==> src/rtl/riscv_writeback.sv <==
// rtl/riscv_writeback.sv - register-file write-back sequencer for the non-pipelined RISC-V core
//
// Purpose: accepts one retiring instruction per handshake, selects the result
// source (ALU, load data, PC+4, immediate), waits for and extracts load data,
// then issues a single-cycle register-file write with a done/error pulse.
//
// Ports:
//   i_clk, i_reset       clock; synchronous active-low reset
//   i_wb_valid/o_wb_ready retiring-instruction handshake (ready only in IDLE)
//   i_wb_sel             result source: 00 ALU, 01 LOAD, 10 PC+4, 11 IMM
//   i_wb_rd, i_wb_rd_en  destination register and its write enable
//   i_alu_result         ALU result, or load byte address (bits [1:0] = lane)
//   i_pc, i_imm          instruction PC and decoded immediate
//   i_ld_funct3          load type: 000 LB, 001 LH, 010 LW, 100 LBU, 101 LHU
//   i_mem_rvalid/rdata   data-memory response (aligned word)
//   o_rf_wen/addr_d/data_d register-file write port, valid for one cycle
//   o_wb_done, o_wb_err  one-cycle completion / error pulse
module riscv_writeback #(
   parameter int DATA_WIDTH  = 32,
   parameter int ADDR_WIDTH  = 5,
   parameter int MEM_TIMEOUT = 15
) (
   input  logic                  i_clk,
   input  logic                  i_reset,
   input  logic                  i_wb_valid,
   output logic                  o_wb_ready,
   input  logic [1:0]            i_wb_sel,
   input  logic [ADDR_WIDTH-1:0] i_wb_rd,
   input  logic                  i_wb_rd_en,
   input  logic [DATA_WIDTH-1:0] i_alu_result,
   input  logic [DATA_WIDTH-1:0] i_pc,
   input  logic [DATA_WIDTH-1:0] i_imm,
   input  logic [2:0]            i_ld_funct3,
   input  logic                  i_mem_rvalid,
   input  logic [DATA_WIDTH-1:0] i_mem_rdata,
   output logic                  o_rf_wen,
   output logic [ADDR_WIDTH-1:0] o_rf_addr_d,
   output logic [DATA_WIDTH-1:0] o_rf_data_d,
   output logic                  o_wb_done,
   output logic                  o_wb_err
);

   typedef enum logic [1:0] {
      S_IDLE     = 2'd0,
      S_WAIT_MEM = 2'd1,
      S_RESP     = 2'd2
   } state_t;

   // The counter holds the number of idle WAIT_MEM edges already seen, so the
   // edge that would make it reach MEM_TIMEOUT is the one where it equals this.
   localparam logic [7:0] TIMEOUT_LAST = 8'(MEM_TIMEOUT - 1);

   state_t                r_state;
   logic [7:0]            r_cnt;
   logic [ADDR_WIDTH-1:0] r_rd;
   logic                  r_rd_en;
   logic [2:0]            r_funct3;
   logic [1:0]            r_off;

   logic                  r_wb_ready;
   logic                  r_rf_wen;
   logic [ADDR_WIDTH-1:0] r_rf_addr;
   logic [DATA_WIDTH-1:0] r_rf_data;
   logic                  r_wb_done;
   logic                  r_wb_err;

   state_t                w_state_nxt;
   logic                  w_accept;
   logic                  w_is_load;
   logic                  w_ld_fault;
   logic [DATA_WIDTH-1:0] w_op_result;
   logic [7:0]            w_byte;
   logic [15:0]           w_half;
   logic [DATA_WIDTH-1:0] w_ld_data;

   logic                  w_ready_nxt;
   logic                  w_wen_nxt;
   logic [ADDR_WIDTH-1:0] w_addr_nxt;
   logic [DATA_WIDTH-1:0] w_data_nxt;
   logic                  w_done_nxt;
   logic                  w_err_nxt;
   logic                  w_en_sel;

   assign w_accept  = i_wb_valid && r_wb_ready;
   assign w_is_load = (i_wb_sel == 2'b01);

   // Faulting loads are detected at accept so they never wait for memory.
   always_comb begin
      w_ld_fault = 1'b0;
      case (i_ld_funct3)
         3'b000, 3'b100: w_ld_fault = 1'b0;
         3'b001, 3'b101: w_ld_fault = i_alu_result[0];
         3'b010:         w_ld_fault = |i_alu_result[1:0];
         default:        w_ld_fault = 1'b1;
      endcase
   end

   always_comb begin
      w_op_result = '0;
      case (i_wb_sel)
         2'b00:   w_op_result = i_alu_result;
         2'b10:   w_op_result = i_pc + DATA_WIDTH'(4);
         2'b11:   w_op_result = i_imm;
         default: w_op_result = '0;
      endcase
   end

   // Lane select uses the offset captured at accept; the halfword at offset 1
   // is never consumed because that case faults.
   always_comb begin
      w_byte = i_mem_rdata[7:0];
      w_half = i_mem_rdata[15:0];
      case (r_off)
         2'd0: begin w_byte = i_mem_rdata[7:0];   w_half = i_mem_rdata[15:0]; end
         2'd1: begin w_byte = i_mem_rdata[15:8];  w_half = i_mem_rdata[23:8]; end
         2'd2: begin w_byte = i_mem_rdata[23:16]; w_half = i_mem_rdata[31:16]; end
         default: begin w_byte = i_mem_rdata[31:24]; w_half = i_mem_rdata[31:16]; end
      endcase
   end

   always_comb begin
      w_ld_data = i_mem_rdata;
      case (r_funct3)
         3'b000:  w_ld_data = {{(DATA_WIDTH-8){w_byte[7]}}, w_byte};
         3'b001:  w_ld_data = {{(DATA_WIDTH-16){w_half[15]}}, w_half};
         3'b100:  w_ld_data = {{(DATA_WIDTH-8){1'b0}}, w_byte};
         3'b101:  w_ld_data = {{(DATA_WIDTH-16){1'b0}}, w_half};
         default: w_ld_data = i_mem_rdata;
      endcase
   end

   // State register, captured transaction fields and registered outputs.
   always_ff @(posedge i_clk) begin
      if (!i_reset) begin
         r_state    <= S_IDLE;
         r_cnt      <= '0;
         r_rd       <= '0;
         r_rd_en    <= 1'b0;
         r_funct3   <= '0;
         r_off      <= '0;
         r_wb_ready <= 1'b0;
         r_rf_wen   <= 1'b0;
         r_rf_addr  <= '0;
         r_rf_data  <= '0;
         r_wb_done  <= 1'b0;
         r_wb_err   <= 1'b0;
      end else begin
         r_state    <= w_state_nxt;
         r_wb_ready <= w_ready_nxt;
         r_rf_wen   <= w_wen_nxt;
         r_rf_addr  <= w_addr_nxt;
         r_rf_data  <= w_data_nxt;
         r_wb_done  <= w_done_nxt;
         r_wb_err   <= w_err_nxt;
         if (w_accept) begin
            r_rd     <= i_wb_rd;
            r_rd_en  <= i_wb_rd_en;
            r_funct3 <= i_ld_funct3;
            r_off    <= i_alu_result[1:0];
            r_cnt    <= '0;
         end else if (r_state == S_WAIT_MEM && !i_mem_rvalid) begin
            r_cnt <= r_cnt + 8'd1;
         end
      end
   end

   // Next-state logic; memory data takes priority over the timeout edge.
   always_comb begin
      w_state_nxt = r_state;
      case (r_state)
         S_IDLE: begin
            if (w_accept)
               w_state_nxt = (w_is_load && !w_ld_fault) ? S_WAIT_MEM : S_RESP;
         end
         S_WAIT_MEM: begin
            if (i_mem_rvalid || r_cnt == TIMEOUT_LAST)
               w_state_nxt = S_RESP;
         end
         S_RESP:  w_state_nxt = S_IDLE;
         default: w_state_nxt = S_IDLE;
      endcase
   end

   // Output values for the cycle after this edge; nonzero only when entering RESP.
   always_comb begin
      w_ready_nxt = (w_state_nxt == S_IDLE);
      w_wen_nxt   = 1'b0;
      w_addr_nxt  = '0;
      w_data_nxt  = '0;
      w_done_nxt  = 1'b0;
      w_err_nxt   = 1'b0;
      w_en_sel    = 1'b0;
      if (w_state_nxt == S_RESP) begin
         if (r_state == S_IDLE) begin
            // Only a faulting load goes straight from IDLE to RESP as a load.
            w_err_nxt  = w_is_load;
            w_data_nxt = w_is_load ? '0 : w_op_result;
            w_addr_nxt = i_wb_rd;
            w_en_sel   = i_wb_rd_en;
         end else begin
            w_err_nxt  = !i_mem_rvalid;
            w_data_nxt = i_mem_rvalid ? w_ld_data : '0;
            w_addr_nxt = r_rd;
            w_en_sel   = r_rd_en;
         end
         w_done_nxt = !w_err_nxt;
         w_wen_nxt  = w_en_sel && (|w_addr_nxt) && !w_err_nxt;
      end
   end

   assign o_wb_ready  = r_wb_ready;
   assign o_rf_wen    = r_rf_wen;
   assign o_rf_addr_d = r_rf_addr;
   assign o_rf_data_d = r_rf_data;
   assign o_wb_done   = r_wb_done;
   assign o_wb_err    = r_wb_err;

endmodule

==> config.mk <==
export PLATFORM = sky130hd
export DESIGN_NAME = riscv_writeback
export DESIGN_NICKNAME = d
export VERILOG_FILES = /design/src/rtl/riscv_writeback.sv
export SDC_FILE = /design/constraint.sdc
export NUM_CORES = 1
export LEC_CHECK = 0
export BUFFER_PORTS_ARGS = -buffer_cell sky130_fd_sc_hd__buf_2
export CORE_UTILIZATION = 25
export CTS_CLUSTER_DIAMETER = 120
export DETAILED_ROUTE_END_ITERATION = 10
export SETUP_SLACK_MARGIN = 0.15
export SLEW_MARGIN = 25
export SYNTH_ARGS = -nofsm -noshare
export SYNTH_HDL_FRONTEND = slang
export SYNTH_SLANG_ARGS = --single-unit
==> constraint.sdc <==
create_clock -name i_clk -period 2.7 [get_ports i_clk]
set_input_delay 0.27 -clock i_clk [delete_from_list [all_inputs] [get_ports i_clk]]
set_output_delay 0.27 -clock i_clk [all_outputs]
set_load 0.01 [all_outputs]
==> results.py <==
metrics = {
    "status": {
        "status": "finished clean",
    },
    "synthesis": {
        "synth-edff-count": 0,
        "synth.distinct_cells": 58,
        "yosysWarnings": 0,
        "synth_nets": 653,
        "yosysSeqAreaShare_pct": 31.0,
        "syn_area_um2": 4010,
        "syn_area_per_cell_um2": 7.91,
        "synthCells": 507,
        "ys.flop_type": "dfxtp_1",
        "ys_async_sr_fraction_pct": 0,
        "ys_ff_latch": 62,
    },
    "clock_network": {
        "clkTransAtPathRegs_ns": 0.05,
        "root_buffer": "clkbuf_16",
        "clock-sinks": 62,
        "cts_resized": 0,
        "cts_tree": "yes",
        "cts_hold_buf": 0,
        "worstSkewPairLatency_ns": 0.33,
        "clockBufferDepth": 2,
        "cts_setup_buffers": 0,
        "numCtsBuffers": 9,
        "cts_max_level": 3,
    },
    "cells_and_area": {
        "drive_gt1_share_pct": 35.3,
        "mostFrequentLayoutCell": "buf_2",
        "antenna_cells": 0,
        "layout_common_cells": "buf_2 (183), nand2_1 (82), dfxtp_1 (62)",
        "area_delta_synth_final_pct": 36.9,
        "nets": 830,
        "final.fill_count": 1680,
    },
    "die": {
        "fp.dieArea_um2": 16500,
        "die_x_um": 129,
        "ios": 184,
        "fp.dieH_um": 129,
        "core.rowCount": 45,
        "core_um2": 15400,
        "start_util_pct": 26.0,
    },
    "timing": {
        "fin_crit_sh_pct": 77.2,
        "tightest_slew_ns": 0.849,
        "setup-violations-final": 0,
        "period_needed_ns": 2.08,
        "max_slew_margin_pct": 43.2,
        "rsz0062_at_grt": "no",
        "fin_skew_ns": 0.00600,
        "worst_slack_ns": 0.617,
        "slew_violations": 0,
        "tns_ns": 0,
        "fmaxAchievable_mhz": 480,
        "hold_viol": 0,
    },
    "setup_path": {
        "cp_top_family": "compound AO/OA/AOI/OAI gates",
        "rr_worst_depth": 6,
        "worstPathBufferInverterCount": 1,
        "end_kind": "register",
        "crit_chain": "mux4_2, a21oi_4, a21boi_2, buf_4, a32oi_1, o21ai_0",
        "worstSetupStartpointType": "register",
        "crit_required_ns": 2.90,
        "arrival_ns": 2.28,
        "path_max_fanout": 11,
        "cp.depth": 6,
        "critPathKind": "reg2reg",
        "critical-path-max-stage-delay_ns": 0.55,
        "crit_slowest_cell": "mux4_2",
    },
    "routing": {
        "ant_nets": 0,
        "wirelength_mm": 16.4,
        "avgRoutedWirePerCell_um": 18.2,
        "drt_iter0_drc": 304,
        "vias": 4617,
        "firstDrtPassIters": 4,
        "drc": 0,
        "vias_per_cell": 5.13,
    },
    "power_and_ir_drop": {
        "p_leak_nw": 2.29,
        "vdd_drop_max_mv": 0.252,
        "p_per_area_nw_per_um2": 494,
    },
    "worst_hold_path": {
        "hp-class": "in2reg",
        "worstHoldPathCells": 3,
    },
    "global_route": {
        "grt_pass1_wl_mm": 24.7,
        "grt_pass1_vias": 4459,
        "track_usage_pct": 19.9,
        "grt_max_degree": 21,
        "grt-ovfl-total": 0,
        "antenna_found_initial": 0,
    },
    "placed_design": {
        "post-place-ws_ns": 0.633,
        "dp_hpwl_mm": 13.2,
        "place_congestion": 0.866,
        "portBuffers": 183,
    },
    "job": {
        "cap_violations": 0,
    },
}
==> kinds of logic (layout without fill, tap and decap cells) <==
kind of cell / count (synthesis) / in the layout / synth area share [%]
muxes: 8 / 8 / 2.34
adders and majority gates: 3 / 3 / 0.936
AOI/OAI and AO/OA: 170 / 170 / 30.5
xor gates and xnor gates: 28 / 28 / 6.12
DFF: 62 / 62 / 31.0
buffers and inverters: 39 / 221 / 4.28
and+or+nand+nor: 197 / 197 / 24.9
==> cell type report <==
type | count | area [um2] | share of cell area [%]
Clock buffer | 13 | 270 | 4.92
Timing Repair Buffer | 197 | 1020 | 18.6
Multi-Input combinational cell | 406 | 2600 | 47.3
Clock inverter | 3 | 65.1 | 1.19
Inverter | 8 | 30.0 | 0.547
Tap cell | 211 | 264 | 4.81
Sequential cell | 62 | 1240 | 22.6
==> power breakdown <==
| part | total, W | internal (W) | switching, W |
|---|---|---|---|
| Clock | 0.00128 | 0.000881 | 0.000398 |
| Sequential | 0.000955 | 0.000942 | 0.0000134 |
| Combinational | 0.000474 | 0.000195 | 0.000279 |
==> tightest hold or removal path, cell delays in order <==
cell,delay (ns)
buf_2,0.08
nand3_1,0.05
o211ai_1,0.08
==> synthesized netlist by cell type (all sizes together), types with 8 or more instances <==
| cell | count | share of area [%] |
|---|---|---|
| a21boi | 12 | 2.3 |
| a21oi | 27 | 3.7 |
| a22o | 14 | 3.1 |
| a22oi | 10 | 1.9 |
| and3 | 10 | 1.6 |
| buf | 8 | 1.4 |
| clkbuf | 23 | 2.2 |
| dfxtp | 62 | 31 |
| inv | 8 | 0.75 |
| nand2 | 82 | 7.7 |
| nand3 | 22 | 3.0 |
| nand4 | 11 | 1.7 |
| nor2 | 21 | 2.0 |
| nor3 | 15 | 2.4 |
| o211ai | 21 | 4.1 |
| o21ai | 38 | 5.7 |
| o221ai | 17 | 4.0 |
| o22ai | 9 | 1.4 |
| xnor2 | 16 | 3.5 |
| xor2 | 12 | 2.6 |
==> registers in the layout, summed over array words and instances (netlist names) <==
| name | cells |
|---|---|
| o_wb_done | 1 |
| r_state | 2 |
| o_rf_addr_d | 5 |
| o_rf_data_d | 32 |
| r_rd_en | 1 |
| r_cnt | 8 |
| o_wb_err | 1 |
| o_wb_ready | 1 |
| r_off | 2 |
| r_funct3 | 3 |
| o_rf_wen | 1 |
| r_rd | 5 |
==> routing by layer <==
| metal | vias up | GRT usage [%] | part of all wire, % |
|---|---|---|---|
| met3 | 35 | 4.45 | 7.6 |
| met1 | 2139 | 26.5 | 44 |
| li1 | 2241 | - | - |
| met5 | - | 0 | 0 |
| met2 | 202 | 31.1 | 45 |
| met4 | 0 | 8.03 | 2.8 |
==> final timing paths <==
| kind | from | endpoint | slack [ns] |
|---|---|---|---|
| max | r_off[0] | o_rf_data_d[23] | 0.62 |
| min | i_imm[20] | o_rf_data_d[20] | 0.19 |
| max reg2reg | r_off[0] | o_rf_data_d[23] | 0.62 |
| min reg2reg | r_rd_en | r_rd_en | 0.47 |
==> stage by stage <==
step / hold slack (ns) / total power [W] / utilization, % / instance area, um2 / std cells
floorplan: 0.380 / 0.00120 / - / 4010 / 507
global placement: 0.460 / 0.00145 / 33.4 / 5150 / 884
detailed placement: 0.471 / 0.00144 / 33.4 / 5150 / 884
CTS: 0.181 / 0.00272 / 35.6 / 5490 / 900
global route: 0.211 / 0.00281 / 35.6 / 5490 / 900
finish: 0.187 / 0.00271 / 35.6 / 5490 / 900
(Power assumes the default switching activity.)
